`src/rtl/edge_irq_ctrl_if.sv`:
```
// CPU-side interrupt handshake for edge_irq_ctrl.
// The controller drives valid/id; the CPU answers with ack.
interface edge_irq_ctrl_if #(
  parameter int IDW = 3
);
  logic           irq_valid;
  logic [IDW-1:0] irq_id;
  logic           irq_ack;

  modport master (
    output irq_valid,
    output irq_id,
    input  irq_ack
  );

  modport slave (
    input  irq_valid,
    input  irq_id,
    output irq_ack
  );
endinterface

```
`src/rtl/edge_irq_ctrl.sv`:
```
// Edge-triggered interrupt controller: sync, edge capture, sticky
// pending/overflow bits and round-robin presentation to one CPU port.
module edge_irq_ctrl #(
  parameter int NREQ = 8,
  parameter int IDW  = 3
) (
  input  logic            clk,
  input  logic            reset_l,
  input  logic [NREQ-1:0] req_i,
  input  logic [NREQ-1:0] en,
  input  logic            clr_we,
  input  logic [NREQ-1:0] clr_data,
  output logic [NREQ-1:0] pending,
  output logic [NREQ-1:0] ovf,
  edge_irq_ctrl_if.master irq
);

  typedef enum logic {
    S_IDLE,
    S_PRESENT
  } state_t;

  state_t          r_state;
  state_t          w_state_n;
  logic [NREQ-1:0] r_sync1;
  logic [NREQ-1:0] r_sync2;
  logic [NREQ-1:0] r_old;
  logic [NREQ-1:0] r_pending;
  logic [NREQ-1:0] r_ovf;
  logic [IDW-1:0]  r_irq_id;
  logic [IDW-1:0]  r_last;

  logic [NREQ-1:0] w_edge;
  logic [NREQ-1:0] w_swclr;
  logic [NREQ-1:0] w_ackclr;
  logic [NREQ-1:0] w_clr;
  logic [NREQ-1:0] w_req;
  logic            w_found;
  logic [IDW-1:0]  w_pick;
  logic [IDW-1:0]  w_id_n;
  logic [IDW-1:0]  w_last_n;
  logic            w_ack;

  assign w_edge   = r_sync2 & ~r_old;
  assign w_swclr  = clr_we ? clr_data : '0;
  assign w_ackclr = w_ack ? (NREQ'(1) << r_irq_id) : '0;
  assign w_clr    = w_swclr | w_ackclr;
  assign w_req    = r_pending & en;

  always_ff @(posedge clk or negedge reset_l) begin
    if (!reset_l) begin
      r_sync1   <= '0;
      r_sync2   <= '0;
      r_old     <= '0;
      r_pending <= '0;
      r_ovf     <= '0;
    end else begin
      r_sync1   <= req_i;
      r_sync2   <= r_sync1;
      r_old     <= r_sync2;
      r_pending <= (r_pending & ~w_clr) | w_edge;
      r_ovf     <= (r_ovf & ~w_swclr)
                 | (w_edge & r_pending & ~w_clr);
    end
  end

  // Search upward from the line after the last grant, wrapping.
  always_comb begin
    int idx;
    w_found = 1'b0;
    w_pick  = '0;
    idx     = 0;
    for (int k = 1; k <= NREQ; k++) begin
      idx = int'(r_last) + k;
      if (idx >= NREQ) idx = idx - NREQ;
      if (!w_found && w_req[idx[IDW-1:0]]) begin
        w_found = 1'b1;
        w_pick  = idx[IDW-1:0];
      end
    end
  end

  always_comb begin
    w_state_n = r_state;
    w_id_n    = r_irq_id;
    w_last_n  = r_last;
    w_ack     = 1'b0;
    case (r_state)
      S_IDLE: begin
        if (w_found) begin
          w_state_n = S_PRESENT;
          w_id_n    = w_pick;
        end
      end
      S_PRESENT: begin
        if (irq.irq_ack) begin
          w_ack     = 1'b1;
          w_last_n  = r_irq_id;
          w_state_n = S_IDLE;
        end else if (!en[r_irq_id] || w_swclr[r_irq_id]) begin
          w_state_n = S_IDLE;
        end
      end
      default: w_state_n = S_IDLE;
    endcase
  end

  always_ff @(posedge clk or negedge reset_l) begin
    if (!reset_l) begin
      r_state  <= S_IDLE;
      r_irq_id <= '0;
      r_last   <= IDW'(NREQ - 1);
    end else begin
      r_state  <= w_state_n;
      r_irq_id <= w_id_n;
      r_last   <= w_last_n;
    end
  end

  assign pending       = r_pending;
  assign ovf           = r_ovf;
  assign irq.irq_valid = (r_state == S_PRESENT);
  assign irq.irq_id    = r_irq_id;

endmodule
```
`src/flat_wrapper.sv`:
```
// flat-port wrapper written by rule: the top's interface ports become plain ports
module edge_irq_ctrl_flat 
#(
  parameter int NREQ = 8,
  parameter int IDW  = 3
)
  (clk, reset_l, req_i, en, clr_we, clr_data, pending, ovf, irq_irq_valid, irq_irq_id, irq_irq_ack);
  edge_irq_ctrl_if #(.IDW(IDW)) irq_i ();
  input  logic clk;
  input  logic reset_l;
  input  logic [NREQ-1:0] req_i;
  input  logic [NREQ-1:0] en;
  input  logic clr_we;
  input  logic [NREQ-1:0] clr_data;
  output logic [NREQ-1:0] pending;
  output logic [NREQ-1:0] ovf;
  output wire logic [$bits(irq_i.irq_valid)-1:0] irq_irq_valid;
  output wire logic [$bits(irq_i.irq_id)-1:0] irq_irq_id;
  input wire logic [$bits(irq_i.irq_ack)-1:0] irq_irq_ack;
  assign irq_irq_valid = irq_i.irq_valid;
  assign irq_irq_id = irq_i.irq_id;
  assign irq_i.irq_ack = irq_irq_ack;
  edge_irq_ctrl #(.NREQ(NREQ), .IDW(IDW)) u_core (.clk(clk), .reset_l(reset_l), .req_i(req_i), .en(en), .clr_we(clr_we), .clr_data(clr_data), .pending(pending), .ovf(ovf), .irq(irq_i));
endmodule
```
`config.mk`:
```
export PLATFORM = sky130hd
export DESIGN_NAME = edge_irq_ctrl_flat
export DESIGN_NICKNAME = d
export VERILOG_FILES = /design/src/rtl/edge_irq_ctrl_if.sv /design/src/rtl/edge_irq_ctrl.sv /design/src/flat_wrapper.sv
export SDC_FILE = /design/constraint.sdc
export NUM_CORES = 1
export LEC_CHECK = 0
export ABC_AREA = 1
export BUFFER_PORTS_ARGS = -buffer_cell sky130_fd_sc_hd__buf_2
export CAP_MARGIN = 5
export CELL_PAD_IN_SITES_DETAIL_PLACEMENT = 1
export CELL_PAD_IN_SITES_GLOBAL_PLACEMENT = 1
export CORE_MARGIN = 2
export CORE_UTILIZATION = 42
export CTS_BUF_LIST = sky130_fd_sc_hd__clkbuf_8
export DETAILED_ROUTE_END_ITERATION = 10
export GPL_TIMING_DRIVEN = 1
export PLACE_DENSITY = 0.87
export REMOVE_ABC_BUFFERS = 1
export SLEW_MARGIN = 20
export SYNTH_ARGS = -nofsm -noshare
export SYNTH_HDL_FRONTEND = slang
export SYNTH_SLANG_ARGS = --single-unit
```
`constraint.sdc`:
```
create_clock -name clk -period 2.8 [get_ports clk]
set_clock_uncertainty 0.05 [all_clocks]
set_input_delay 0.42 -clock clk [delete_from_list [all_inputs] [get_ports clk]]
set_output_delay 0.42 -clock clk [all_outputs]
set_load 0.02 [all_outputs]
```
==> metrics <==
layout cells sized above 1=23.6%; most frequent cells in the layout=nand2_1 (131), buf_2 (47), nand3_1 (45), dfrtp_1 (44), inv_1 (23); mean routed wirelength per cell=15.8 µm; slowest stage delay, CP=710 ps; num rows=28; Crit path required time=2940 ps; final hold vios=0; die area=6730 µm²; CP Launch Type=flop; Worst setup EP type=flop; share of the synthesized area in the top cell type=43.1%; CP bufs+invs=2; Finish-stage setup viols=0; RSZ-0062 raised after global routing=false; vias in the first global route=2,506; core area=5890 µm²; Final Cell Area=2990 µm²; Root Driver=clkbuf_8; P_leak=1.58 nW; Fin Hold WS=79.0 ps; DP Area=2870 µm²; status=finished, final reports clean; die extent in y=82.0 µm; top cells by area, synth=dfrtp_1 (43%), nand2_1 (19%), nand3_1 (8.8%); Relative slew margins=57.9%; critical path cell sequence=inv_2 > ha_1 > xnor2_1 > inv_1 > nand3_1 > nand2_1 > nand3_1 > nor2_1 > nor2_1 > nand3_1 > nor2_1 > nand3_1 > nand2_1 > nand2_1; post-synthesis sequential area ratio=46.1%; delay-heaviest family, CP=simple AND/OR/NAND/NOR gates; Fin Setup TNS=0 ps; Clock Tree Buf Depth=2; post-synthesis register bit count=47; largest net degree at the start of global routing=28; CTS tree=done; Post-CTS Setup Inserts=0; Crit Path Category=flop to flop; DR vias=2,356; VDD IR max=0.506 mV; Reg clk slew, reported paths=90 ps; vias per inst=5.17; final-report max-slew violation count=0; routability cong.=0.880; worst-skew pair later-pin latency=290 ps; post-cts resize count=0; Synth Area per Inst=7.80 µm²; Fill cells=764; initial drt markers=106; cts hold-fix bufs=0; worst-path fanout max=14; All-Layer GR Usage=23.4%; Multi-input gate area=1240 µm²; Cells after Synth=328; commonest non-fill, non-tap cell in the layout=nand2_1; first-pass GRT wire length=11,900 µm; area grow syn2layout=17.1%; Final min period=2600 ps; synth unique cells=27; H-Tree Depth=2; critical path's slowest cell=dfstp_2; DPL Wire Length=5800 µm; Worst Tran Pin Value=632 ps; most frequent cell on the critical path=nand3_1; GRT Residual Overflow=0; diode count=0; Sequential Area=1180 µm²; Nets=410; cell accounting for the most synthesized area=dfrtp_1; TritonRoute pass-1 iters=4; Max Cap Viol=0; synthesized area=2560 µm²; I/O pin total=48; Routed Antenna Nets=0; initial antenna violation count=0; Buffers on Ports=47; Final Cycle Share=93.0%; Starting Density=43.5%; fmax=384 MHz; WL final=7210 µm; CP arrival=2750 ps; power per cell area=1300 nW/µm²; Num CTS Buffers=5; Ys Warns=0; Worst Hold Class=primary input to async pin; Die Wd=82.0 µm; # DRC=0; CTS sink count=47
## registers in the layout (all words and copies together), names as in the netlist
name / count
u_core.ovf: 8
u_core.pending: 8
u_core.r_old: 8
u_core.r_sync1: 8
u_core.r_sync2: 8
u_core.irq.irq_id: 3
u_core.r_last: 3
u_core.irq.irq_valid: 1
## cells by family after synthesis
group | count (synthesis) | share of synthesized area [%]
simple gates | 226 | 42.4
flops | 47 | 46.1
buf+inv | 32 | 5.53
compound gates | 17 | 3.33
xor+xnor | 4 | 1.66
fa+ha+maj | 2 | 0.978
## metal layers
layer / routed length [µm] / track usage (%) / vias up
met3: 132 / 3.74 / 6
met4: 70 / 4.83 / 0
met1: 3350 / 30.5 / 1170
met2: 3660 / 41.2 / 29
li1: - / - / 1151
met5: 0 / 0 / -
## layout make-up
type                    count  area share, %
clock inverters             2           1.30
clock buffers               6           2.76
inverters                  26           3.26
repair buffers             51           8.86
well taps                  75           3.13
multi-input cells         249           41.3
flip-flops and latches     47           39.4
## where the power goes
part           switching [mW]  total (mW)  internal [mW]
sequential              0.151       0.965          0.815
clock                   0.234       0.527          0.294
combinational            1.64        2.41          0.765
total                    2.03        3.90           1.87
## cell usage after synthesis
library cell	instances
nand2_1	131
nand3_1	45
dfrtp_1	44
inv_1	23
nor2_1	21
o21ai_0	13
nand3_2	10
nand2_2	6
a21oi_1	3
dfstp_2	3
inv_2	3
nand3_4	3
nand4_1	3
buf_2	2
buf_6	2
ha_1	2
nand2_4	2
nor2_4	2
xnor2_1	2
buf_4	1
clkbuf_1	1
nand3b_1	1
nand4_4	1
nor3_1	1
o21ai_1	1
xnor2_2	1
xor2_1	1
## per-stage QoR
step / std cells / util [%] / setup slack, ps / power (mW)
finish: 456 / 50.9 / 197 / 3.90
global route: 456 / 50.9 / 1.70 / 4.24
CTS: 456 / 50.9 / 228 / 3.90
detailed placement: 448 / 48.8 / 247 / 3.35
global placement: 448 / 48.8 / 338 / 3.27
floorplan: 322 / - / 246 / 2.68
## path summary, 6_finish.rpt
check / startpoint / to / slack [ps] / cells after the start
max: u_core.r_last[0] / u_core.irq.irq_id[1] / 200 / 14
min: reset_l / u_core.r_sync1[3] / 80 / 1
max reg2reg: u_core.r_last[0] / u_core.irq.irq_id[1] / 200 / 14
min reg2reg: u_core.r_sync1[2] / u_core.r_sync2[2] / 310 / 0
max in group asynchronous: reset_l / u_core.r_last[2] / 1830 / 2
min in group clk: req_i[3] / u_core.r_sync1[3] / 170 / 1
## worst reg2reg max path: cells and delay by family, from the launching register on
family,cells,cell delay [ps]
and+or+nand+nor,10,920
DFF,1,710
xor gates and xnor gates,1,370
buffers and inverters,2,250
adders and majority gates,1,210
Note: power is estimated with default switching activity, not from simulation.
